File: config.mk
export PLATFORM = sky130hd
export DESIGN_NAME = tdm_demux
export DESIGN_NICKNAME = d
export VERILOG_FILES = /design/src/rtl/tdm_pkg.sv /design/src/rtl/tdm_chan_buf.sv /design/src/rtl/tdm_demux.sv
export SDC_FILE = /design/constraint.sdc
export NUM_CORES = 1
export LEC_CHECK = 0
export CORE_UTILIZATION = 31
export DETAILED_ROUTE_END_ITERATION = 8
export SLEW_MARGIN = 20
export SYNTH_ARGS = -nofsm -noshare
export SYNTH_HDL_FRONTEND = slang
export SYNTH_HIERARCHICAL = 1
export SYNTH_SLANG_ARGS = --single-unit
export TNS_END_PERCENT = 20
File: constraint.sdc
create_clock -name clk -period 4.06 [get_ports clk]
set_input_delay 0.609 -clock clk [delete_from_list [all_inputs] [get_ports clk]]
set_output_delay 0.609 -clock clk [all_outputs]
set_load 0.05 [all_outputs]
File: src/rtl/tdm_pkg.sv
// tdm_pkg: shared types and constants for the TDM demultiplexer.
// Holds the alignment state enum and default channel geometry.
package tdm_pkg;

    typedef enum logic {
        HUNT,
        LOCKED
    } state_t;

    localparam int NCH_DEF = 4;
    localparam int SLOT_W  = $clog2(NCH_DEF);

endpackage

File: src/rtl/tdm_chan_buf.sv
// tdm_chan_buf: one-entry valid/ready holding register for one channel.
// A write always wins; a drain without a write empties the entry.
module tdm_chan_buf
    import tdm_pkg::*;
#(
    parameter int WIDTH = 8
) (
    input  logic             clk,
    input  logic             rst_n,
    input  logic             wr_en,
    input  logic [WIDTH-1:0] wr_data,
    input  logic             rd_ready,
    output logic             valid,
    output logic [WIDTH-1:0] data
);

    logic             valid_q, valid_d;
    logic [WIDTH-1:0] data_q, data_d;

    always_comb begin
        valid_d = valid_q;
        data_d  = data_q;
        if (wr_en) begin
            valid_d = 1'b1;
            data_d  = wr_data;
        end else if (valid_q && rd_ready) begin
            valid_d = 1'b0;
        end
    end

    always_ff @(posedge clk or negedge rst_n) begin
        if (!rst_n) begin
            valid_q <= 1'b0;
            data_q  <= '0;
        end else begin
            valid_q <= valid_d;
            data_q  <= data_d;
        end
    end

    assign valid = valid_q;
    assign data  = data_q;

endmodule

File: src/rtl/tdm_demux.sv
// tdm_demux: splits a framed TDM word stream into NCH channel buffers.
// Optional parity checking is compiled in with TDM_DEMUX_PARITY_EN.
module tdm_demux
    import tdm_pkg::*;
#(
    parameter int WIDTH = 8,
    parameter int NCH   = NCH_DEF
) (
    input  logic                   clk,
    input  logic                   rst_n,
    input  logic                   in_valid,
    output logic                   in_ready,
    input  logic                   in_sof,
    input  logic [WIDTH-1:0]       in_data,
    input  logic                   in_par,
    output logic [NCH*WIDTH-1:0]   out_data,
    output logic [NCH-1:0]         out_valid,
    input  logic [NCH-1:0]         out_ready,
    output logic [$clog2(NCH)-1:0] slot,
    output logic                   locked,
    output logic                   sync_err,
    output logic                   par_err,
    output logic [7:0]             err_cnt
);

    localparam int SW = $clog2(NCH);

    state_t         state_q, state_d;
    logic [SW-1:0]  slot_q, slot_d;
    logic           sync_err_q, sync_err_d;
    logic [NCH-1:0] wr_en;
    logic           acc;
    logic           bad;
    logic           resync;

    assign locked   = (state_q == LOCKED);
    assign in_ready = locked ? (!out_valid[slot_q] | out_ready[slot_q])
                             : 1'b1;
    assign acc      = in_valid & in_ready;
    assign resync   = in_sof & (slot_q != '0);

    always_comb begin
        state_d    = state_q;
        slot_d     = slot_q;
        wr_en      = '0;
        sync_err_d = 1'b0;
        unique case (state_q)
            HUNT: begin
                if (acc && in_sof && !bad) begin
                    wr_en[0] = 1'b1;
                    state_d  = LOCKED;
                    slot_d   = SW'(1);
                end
            end
            LOCKED: begin
                if (acc && bad) begin
                    slot_d = slot_q + SW'(1);
                end else if (acc && resync) begin
                    // Misplaced sof realigns the frame onto channel 0.
                    wr_en[0]   = 1'b1;
                    sync_err_d = 1'b1;
                    slot_d     = SW'(1);
                end else if (acc) begin
                    wr_en[slot_q] = 1'b1;
                    slot_d        = slot_q + SW'(1);
                end
            end
            default: ;
        endcase
    end

    always_ff @(posedge clk or negedge rst_n) begin
        if (!rst_n) begin
            state_q    <= HUNT;
            slot_q     <= '0;
            sync_err_q <= 1'b0;
        end else begin
            state_q    <= state_d;
            slot_q     <= slot_d;
            sync_err_q <= sync_err_d;
        end
    end

    assign slot     = slot_q;
    assign sync_err = sync_err_q;

`ifdef TDM_DEMUX_PARITY_EN
    logic       par_err_q, par_err_d;
    logic [7:0] err_cnt_q, err_cnt_d;

    assign bad = ^{in_data, in_par};

    always_comb begin
        par_err_d = acc & locked & bad;
        err_cnt_d = err_cnt_q;
        if (par_err_d && (err_cnt_q != 8'hff)) begin
            err_cnt_d = err_cnt_q + 8'd1;
        end
    end

    always_ff @(posedge clk or negedge rst_n) begin
        if (!rst_n) begin
            par_err_q <= 1'b0;
            err_cnt_q <= '0;
        end else begin
            par_err_q <= par_err_d;
            err_cnt_q <= err_cnt_d;
        end
    end

    assign par_err = par_err_q;
    assign err_cnt = err_cnt_q;
`else
    logic unused_par;

    assign unused_par = in_par;
    assign bad        = 1'b0;
    assign par_err    = 1'b0;
    assign err_cnt    = '0;
`endif

    for (genvar k = 0; k < NCH; k++) begin : g_ch
        tdm_chan_buf #(
            .WIDTH (WIDTH)
        ) u_buf (
            .clk      (clk),
            .rst_n    (rst_n),
            .wr_en    (wr_en[k]),
            .wr_data  (in_data),
            .rd_ready (out_ready[k]),
            .valid    (out_valid[k]),
            .data     (out_data[k*WIDTH +: WIDTH])
        );
    end

endmodule

**Word-level counts from Yosys, hierarchy flattened**

Index checks and enable logic that the tools add are counted.

- Register bits: 40
- Input port bits: 17
- Logic and storage cells: 62

- Add/subtract/negate cells: 1
- Bitwise logic cells: 4
- Equal/unequal tests: 2
- Mux-type cells: 28
- Order comparisons: 2
- Reductions and logical operators: 14

Operator list:

| kind | number |
|---|---|
| 1-bit 2-to-1 mux | 17 |
| 2-bit nonzero test | 5 |
| 1-bit logical AND | 7 |
| 2-bit 2-to-1 mux | 3 |
| 3-bit 2-to-1 mux | 2 |
| 1-bit binary-select mux with 2-bit select | 2 |
| 4-bit 2-to-1 mux | 1 |
| 2-bit case mux with 2 select lines | 1 |
| 2-bit by 3-bit less-than comparator with 1-bit output (second input constant) | 1 |
| 3-bit by 1-bit != test with 1-bit output (second input constant) | 1 |
| 2-bit by 1-bit adder with 2-bit output (second input constant) | 1 |
| 1-bit bitwise AND | 2 |
| 1-bit demux with 2-bit select | 1 |
| 2-bit by 1-bit greater-or-equal comparator with 1-bit output (second input constant) | 1 |
| 2-bit != test (second input constant) | 1 |
| 1-bit case mux with 2 select lines | 1 |
| 2-bit AND reduction | 1 |
| 1-bit logical NOT | 1 |
| 1-bit NOT | 1 |
| 1-bit bitwise OR | 1 |

**Longest topological paths before layout**

Gate-level depths: netlist of the first run.

- Depth in word-level cells: 10
- Gate-level depth with buffers: 8
- Mapped depth without buffers: 7

**Hierarchy**

The synthesis of the first run kept the hierarchy.

Modules (own cells, without submodules):

| module | cells each | times used | area each (um^2) | seq. area each (um^2) |
|---|---|---|---|---|
| tdm_chan_buf | 20 | 4 | 369.1 | 225.2 |
| tdm_demux | 50 | 1 | 437.9 | 100.1 |

**Least setup slack after synthesis of the first run**

OpenSTA, ideal clock, no wires.

- Path type: flip-flop to flip-flop
- Start point: register slot_q[1] (netlist: slot[1])
- End point: register g_ch[0].u_buf.data_q[0]
- Stages on the path, launching flop included: 7
- Clock period less this slack: 2506 ps
- Arrival time: 2381 ps
- Path slack: 1554 ps
- Setup time: 125 ps
- Cells stage by stage: dfrtp_1 -> inv_2 -> mux4_2 -> nand2_1 -> and3b_1 -> buf_6 -> mux2_4

- Word-level cells in the longest chain between the ends: 9
- Elaborated cells on any way between the ends: 21
- Those cells by class: order compare: 2; mux: 11; bitwise: 3; reduce/logical: 5

Ends and longest elaborated chain:

| item | RTL line | RTL |
|---|---|---|
| from (decl) | tdm_demux.sv:29 | `logic [SW-1:0] slot_q, slot_d;` |
| from (signal assigned) | tdm_demux.sv:79 | `slot_q <= slot_d;` |
| 1-bit binary-select mux with 2-bit select | tdm_demux.sv:37 | `assign in_ready = locked ? (!out_valid[slot_q] \| out_ready[slot_q])` |
| 1-bit 2-to-1 mux (implied by the code) | tdm_demux.sv:37 |  |
| 1-bit logical NOT | tdm_demux.sv:37 |  |
| 1-bit bitwise OR * | tdm_demux.sv:37 |  |
| 1-bit 2-to-1 mux * | tdm_demux.sv:37 |  |
| named net in_ready | tdm_demux.sv:12 | `output logic in_ready,` |
| 1-bit bitwise AND * | tdm_demux.sv:39 | `assign acc = in_valid & in_ready;` |
| 4-bit 2-to-1 mux (tied with other cells) | tdm_demux.sv:63 | `end else if (acc) begin` |
| 1-bit 2-to-1 mux, on equally long branches | tdm_demux.sv:58, tdm_demux.sv:49 |  |
| 1-bit case mux with 2 select lines * | tdm_demux.sv:47 | `unique case (state_q)` |
| named net wr_en[0] | tdm_demux.sv:31 | `logic [NCH-1:0] wr_en;` |
| to (signal assigned) | tdm_chan_buf.sv:37 | `data_q <= data_d;` |
| to (decl) | tdm_chan_buf.sv:18 | `logic [WIDTH-1:0] data_q, data_d;` |

The timed path passes the listed nets; every way through them passes the cells marked *. The select of a mux whose other input is x is not followed.
A chain may end at the register's enable or synchronous reset.

**Worst setup path in the final report of the first run**

- Start point: input port out_ready[0]
- End point: output port in_ready

- Word-level cells in the longest chain between the ends: 4

Ends and longest elaborated chain:

| item | RTL line | RTL |
|---|---|---|
| from (decl) | tdm_demux.sv:18 | `input logic [NCH-1:0] out_ready,` |
| 1-bit binary-select mux with 2-bit select | tdm_demux.sv:37 |  |
| 1-bit 2-to-1 mux (implied by the code) | tdm_demux.sv:37 |  |
| 1-bit bitwise OR | tdm_demux.sv:37 |  |
| 1-bit 2-to-1 mux | tdm_demux.sv:37 |  |
| to (decl) | tdm_demux.sv:12 |  |

No other way between the ends. The select of a mux whose other input is x is not followed.

==> impl_metrics.csv, run 1 <==
group,metric,value,unit
floorplan,start_util,0.321,
cells_and_area,syn2layout_area_growth,35.2,%
detailed_routing,drt_iter0_markers,22,
floorplan,num_rows,28,
synth,synth_most_common_cell,"dfrtp_1",
timing,relSlewSlack,0.407,
place,dpl.hpwl,2560,um
timing,min_period_over_period,0.790,
cells_and_area,finish.utilization,0.435,
synth,yosys.area.top_type,"dfrtp_1",
timing,fmax,312,MHz
detailed_routing,postRouteAntennaNets,0,
worst_setup_path,reg2reg_slack,1.70,ns
grt,grt_use_total,0.125,
synth,synth_commonest_cells,"40 x dfrtp_1, 32 x mux2_4, 9 x buf_4, 5 x inv_1",
detailed_routing,firstDrtPassIters,3,
timing,layout_setup_ws,0.851,ns
worst_setup_path,crit_path_top_delay_cell,"clkdlybuf4s50_1",
worst_setup_path,r2r_cells,5,
floorplan,die_w,80.6,um
detailed_routing,routed_wl,3700,um
grt,grt_max_degree,41,
worst_hold_path,hold_path.class,"in2async",
grt,grt_pass1_wl,5820,um
timing,fin_setup_tns,0,ns
worst_setup_path,cp-end-kind,"primary output",
synth,synth-async-reset-ratio,1.00,
place,preCtsSetupSlack,0.843,ns
worst_setup_path,r2r_start,"slot[1]",
worst_setup_path,cp.depth,5,
timing,skew,0.00184,ns
clock_network,post_cts_buffers,0,
worst_setup_path,endpoint,"in_ready",
clock_network,htree_levels,2,
worst_setup_path,arrival,2.60,ns
place,dp.cells,256,
synth,synth_top_area_share,0.523,
worst_setup_path,path_delay_family,"buffers and inverters",
synth,synth_cell_types,25,
place,gp_congestion,0.690,
grt,antenna_found_initial,0,
timing,rsz0062_at_grt,"false",
synth,yosysWarnings,6,
clock_network,cts_hold_buf,0,
synth,syn_area,0.00191,mm2
grt,grt-ovfl-total,0,
grt,grt_pass1_vias,1088,
floorplan,die_area,0.00649,mm2
worst_setup_path,critical_path_class,"in2out",
cells_and_area,n_antenna_cell,0,
cells_and_area,fin_nets,209,
worst_setup_path,required,3.45,ns
worst_setup_path,r2r-end,"g_ch[0].u_buf/data[5]",
timing,period_minus_slack,3.21,ns
worst_setup_path,crit_start,"out_ready[0]",
clock_network,cts_buffer_depth,2,
detailed_routing,detail_route.wl_per_cell,14.0,um
worst_setup_path,cp_cell_sequence,"clkdlybuf4s50_1 -> nor2b_1 -> mux4_2 -> nand2_1 -> clkdlybuf4s50_1",
synth,synth_edf_count,0,
outcome,status,"finished, final reports clean",
clock_network,cts_buffers,5,
synth,ys_seq_area_frac,0.523,
clock_network,clock_sink_count,40,
synth,syn_area_per_cell,14.7,um2
synth,synth_cells,130,
detailed_routing,post-route-drc-count,0,
detailed_routing,routed_via_density,4.36,
cells_and_area,drive_gt1_frac,0.254,
clock_network,clock_latency,0.29,ns
worst_setup_path,crit_fanout,3,
timing,worstMarginPinSlew,0.890,ns
timing,slew_viol_final,0,
synth,synth-seq-cells,40,
clock_network,clk_pin_slew,0.08,ns
cells_and_area,fillCellCount,572,
synth,synthTopCellsByArea,"dfrtp_1 52%, mux2_4 25%, buf_4 3.5%, ha_1 2.6%, buf_6 2.4%",
clock_network,cts_tree,"done",
clock_network,cts_root_buf,"clkbuf_8",
floorplan,core_area,0.00596,mm2
clock_network,ctsResizeCount,0,
timing,finalSetupViolations,0,
floorplan,die_height,80.6,um
worst_setup_path,critPathMaxStageDelay,0.80,ns
worst_setup_path,crit_buf_inv,2,
synth,ys.flop_type,"dfrtp_1",
cells_and_area,fin_cells,264,
timing,hold_viol_final,0,
worst_setup_path,worstSetupStartpointType,"primary input",
run,max_cap_violations,0,
place,port_buffers,56,
floorplan,ios,67,
worst_setup_path,critPathMostFrequentCell,"clkdlybuf4s50_1",
detailed_routing,num_vias,1150,
through the flow:
stage          hold WS, ns  cell area [um2]
2_1_floorplan        0.313             1940
3_3_place_gp         0.488             2480
3_5_place_dp         0.491             2480
4_1_cts              0.474             2590
5_1_grt              0.525             2590
6_report             0.440             2590
flip-flops by register name, indices dropped and copies added (netlist names):
signal / cells
locked: 1
g_ch.u_buf/data: 32
sync_err: 1
g_ch.u_buf/valid: 4
slot: 2
cell families after synthesis:
kind of cell,after synthesis,share of synthesized area
AOI/OAI and AO/OA,12,0.0431
DFF,40,0.523
buffers and inverters,20,0.0725
muxes,37,0.284
adders and majority gates,4,0.0261
and+or+nand+nor,16,0.0497
other,1,0.00196
metal layers:
layer,wire length [um],vias up,track usage
met5,0,-,0
met4,49,0,0.0536
met3,226,5,0.0375
met2,1620,45,0.187
met1,1810,559,0.166
li1,-,541,-
worst min-delay path by stage:
stage / end / slack [ns] / cells after the start
3_3_place_gp: g_ch[3].u_buf/valid / 0.49 / 1
3_5_place_dp: g_ch[3].u_buf/valid / 0.49 / 1
2_1_floorplan: g_ch[0].u_buf/data[0] / 0.31 / 0
4_1_cts: locked / 0.47 / 1
5_1_grt: g_ch[0].u_buf/data[7] / 0.52 / 1
6_report: g_ch[0].u_buf/data[5] / 0.44 / 1
placed cells by master, fill, tap and decap left out, types with 2 or more instances in the layout:
cell / count
nand2_1: 2
inv_1: 5
mux2i_1: 4
a21o_2: 4
conb_1: 9
nor2b_1: 4
mux2_4: 32
nor2_1: 2
a21oi_1: 4
dfrtp_1: 40
and2_1: 3
clkbuf_8: 5
ha_1: 4
inv_2: 2
clkdlybuf4s50_1: 55
area by class of cell:
cell class | count | area [um2] | area share
clock buffers | 6 | 72.6 | 0.0280
inverters | 7 | 26.3 | 0.0101
well taps | 75 | 93.8 | 0.0362
clock inverters | 2 | 35.0 | 0.0135
flip-flops and latches | 40 | 1000 | 0.387
repair buffers | 56 | 556 | 0.215
multi-input cells | 78 | 805 | 0.311
Power of run 1 is left out: the tool's default activity adds up to more than one toggle a clock period on the data nets, which glitch-free logic cannot reach.
==> inputs of run 2 (changes only) <==
==> constraint.sdc (replaced) <==
create_clock -name clk -period 2.9 [get_ports clk]
set_input_delay 0.435 -clock clk [delete_from_list [all_inputs] [get_ports clk]]
set_output_delay 0.435 -clock clk [all_outputs]
set_load 0.05 [all_outputs]
==> run 2 against run 1 <==
  * Worst setup slack worse by 0.25 ns
  * Worst hold slack worse by 0.17 ns
  * Clock skew up 0.0029 ns
  * Final area up 1.5%
==> impl_metrics.csv, run 2 (synthesized netlist as in run 1, its figures left out) <==
group,metric,value,unit
outcome,status,"finished, final reports clean",
grt,antenna_found_initial,0,
timing,rsz0062_at_grt,"false",
timing,fin_setup_tns,0,ns
worst_setup_path,reg2reg_slack,0.65,ns
clock_network,clk_pin_slew,0.07,ns
timing,hold_viol_final,0,
floorplan,num_rows,28,
detailed_routing,routed_via_density,4.33,
place,dp.cells,264,
detailed_routing,drt_iter0_markers,49,
cells_and_area,fin_nets,217,
floorplan,die_height,80.6,um
clock_network,cts_root_buf,"clkbuf_8",
clock_network,post_cts_buffers,0,
timing,finalSetupViolations,0,
clock_network,cts_hold_buf,0,
timing,period_minus_slack,2.30,ns
detailed_routing,post-route-drc-count,0,
cells_and_area,seq_area,0.00100,mm2
timing,relSlewSlack,0.415,
detailed_routing,num_vias,1173,
cells_and_area,finish.utilization,0.441,
cells_and_area,fin_cells,271,
worst_setup_path,arrival,2.47,ns
worst_setup_path,cp-end-kind,"flip-flop",
cells_and_area,n_antenna_cell,0,
floorplan,die_area,0.00649,mm2
clock_network,cts_tree,"done",
worst_setup_path,worstSetupStartpointType,"primary input",
cells_and_area,largest_register_ffs,32,
worst_setup_path,crit_start,"out_ready[0]",
clock_network,clock_latency,0.28,ns
clock_network,clock_sink_count,40,
grt,grt_pass1_wl,6060,um
cells_and_area,final_common_cell,"clkdlybuf4s50_1",
worst_setup_path,r2r_cells,8,
worst_hold_path,hold_path.class,"in2async",
cells_and_area,most-common-layout-cells,"54 x clkdlybuf4s50_1, 40 x dfrtp_1, 32 x mux2_4, 9 x conb_1, 8 x buf_4",
place,port_buffers,56,
worst_setup_path,r2r-end,"g_ch[3].u_buf/data[0]",
timing,slew_viol_final,0,
cells_and_area,fillCellCount,567,
detailed_routing,routed_wl,3820,um
cells_and_area,drive_gt1_frac,0.286,
floorplan,die_w,80.6,um
timing,fmax,435,MHz
worst_setup_path,critical_path_class,"in2reg",
grt,grt-ovfl-total,0,
clock_network,ctsResizeCount,0,
detailed_routing,firstDrtPassIters,4,
floorplan,start_util,0.321,
timing,min_period_over_period,0.793,
grt,grt_max_degree,41,
detailed_routing,detail_route.wl_per_cell,14.1,um
floorplan,ios,67,
worst_setup_path,r2r_start,"slot[0]",
grt,grt_pass1_vias,1162,
clock_network,cts_buffers,5,
cells_and_area,syn2layout_area_growth,37.3,%
cells_and_area,multi_input_area,805,um2
timing,worstMarginPinSlew,0.877,ns
worst_setup_path,endpoint,"g_ch[3].u_buf/data[0]",
clock_network,cts_buffer_depth,2,
clock_network,htree_levels,2,
grt,grt_use_total,0.129,
run,max_cap_violations,0,
worst_setup_path,crit_fanout,5,
place,dpl.hpwl,2830,um
floorplan,core_area,0.00596,mm2
timing,skew,0.00476,ns
worst_setup_path,required,3.07,ns
detailed_routing,postRouteAntennaNets,0,
place,gp_congestion,0.734,
-- run 2: cell types whose count changed in the layout (fill, tap and decap cells not counted) --
cell,delta
buf_4,+8
clkdlybuf4s50_1,-1
bufinv_16,-1
buf_12,+1
-- run 2: worst min-delay path by stage --
stage                                     start                     to  slack, ns  depth (start not counted)
final                                     rst_n                 locked       0.27                          1
after global routing                      rst_n  g_ch[2].u_buf/data[1]       0.35                          1
after CTS                                 rst_n  g_ch[2].u_buf/data[1]       0.30                          1
after detailed placement  g_ch[0].u_buf/data[0]  g_ch[0].u_buf/data[0]       0.49                          1
after global placement      g_ch[3].u_buf/valid    g_ch[3].u_buf/valid       0.49                          1
after floorplan                           rst_n  g_ch[0].u_buf/data[0]       0.14                          0
-- run 2: routing by layer --
metal  part of all wire  GRT usage
met5                  0          0
met4              0.014     0.0482
met3              0.057     0.0364
met2               0.44      0.189
met1               0.49      0.179
-- run 2: critical path: stages --
cell and delay (ns):
clkdlybuf4s50_1 0.48, nor2b_1 0.07, mux4_2 0.52, nor2b_2 0.15, and2_1 0.31, buf_4 0.20
mux2_4 0.30
-- run 2: area by class of cell --
class                   instances  area share
flip-flops and latches         40       0.381
multi-input cells              78       0.306
repair buffers                 64       0.238
well taps                      75      0.0357
clock buffers                   6      0.0276
inverters                       7      0.0100
clock inverters                 1     0.00190
-- run 2: metrics by stage --
stage | instance area, um2 | setup slack, ns | hold WS, ns
floorplan | 1940 | 0.394 | 0.139
global placement | 2550 | 0.278 | 0.490
detailed placement | 2550 | 0.290 | 0.492
CTS | 2630 | 0.594 | 0.300
global route | 2630 | 0.513 | 0.348
finish | 2630 | 0.601 | 0.268
Power of run 2 is left out for the same reason.
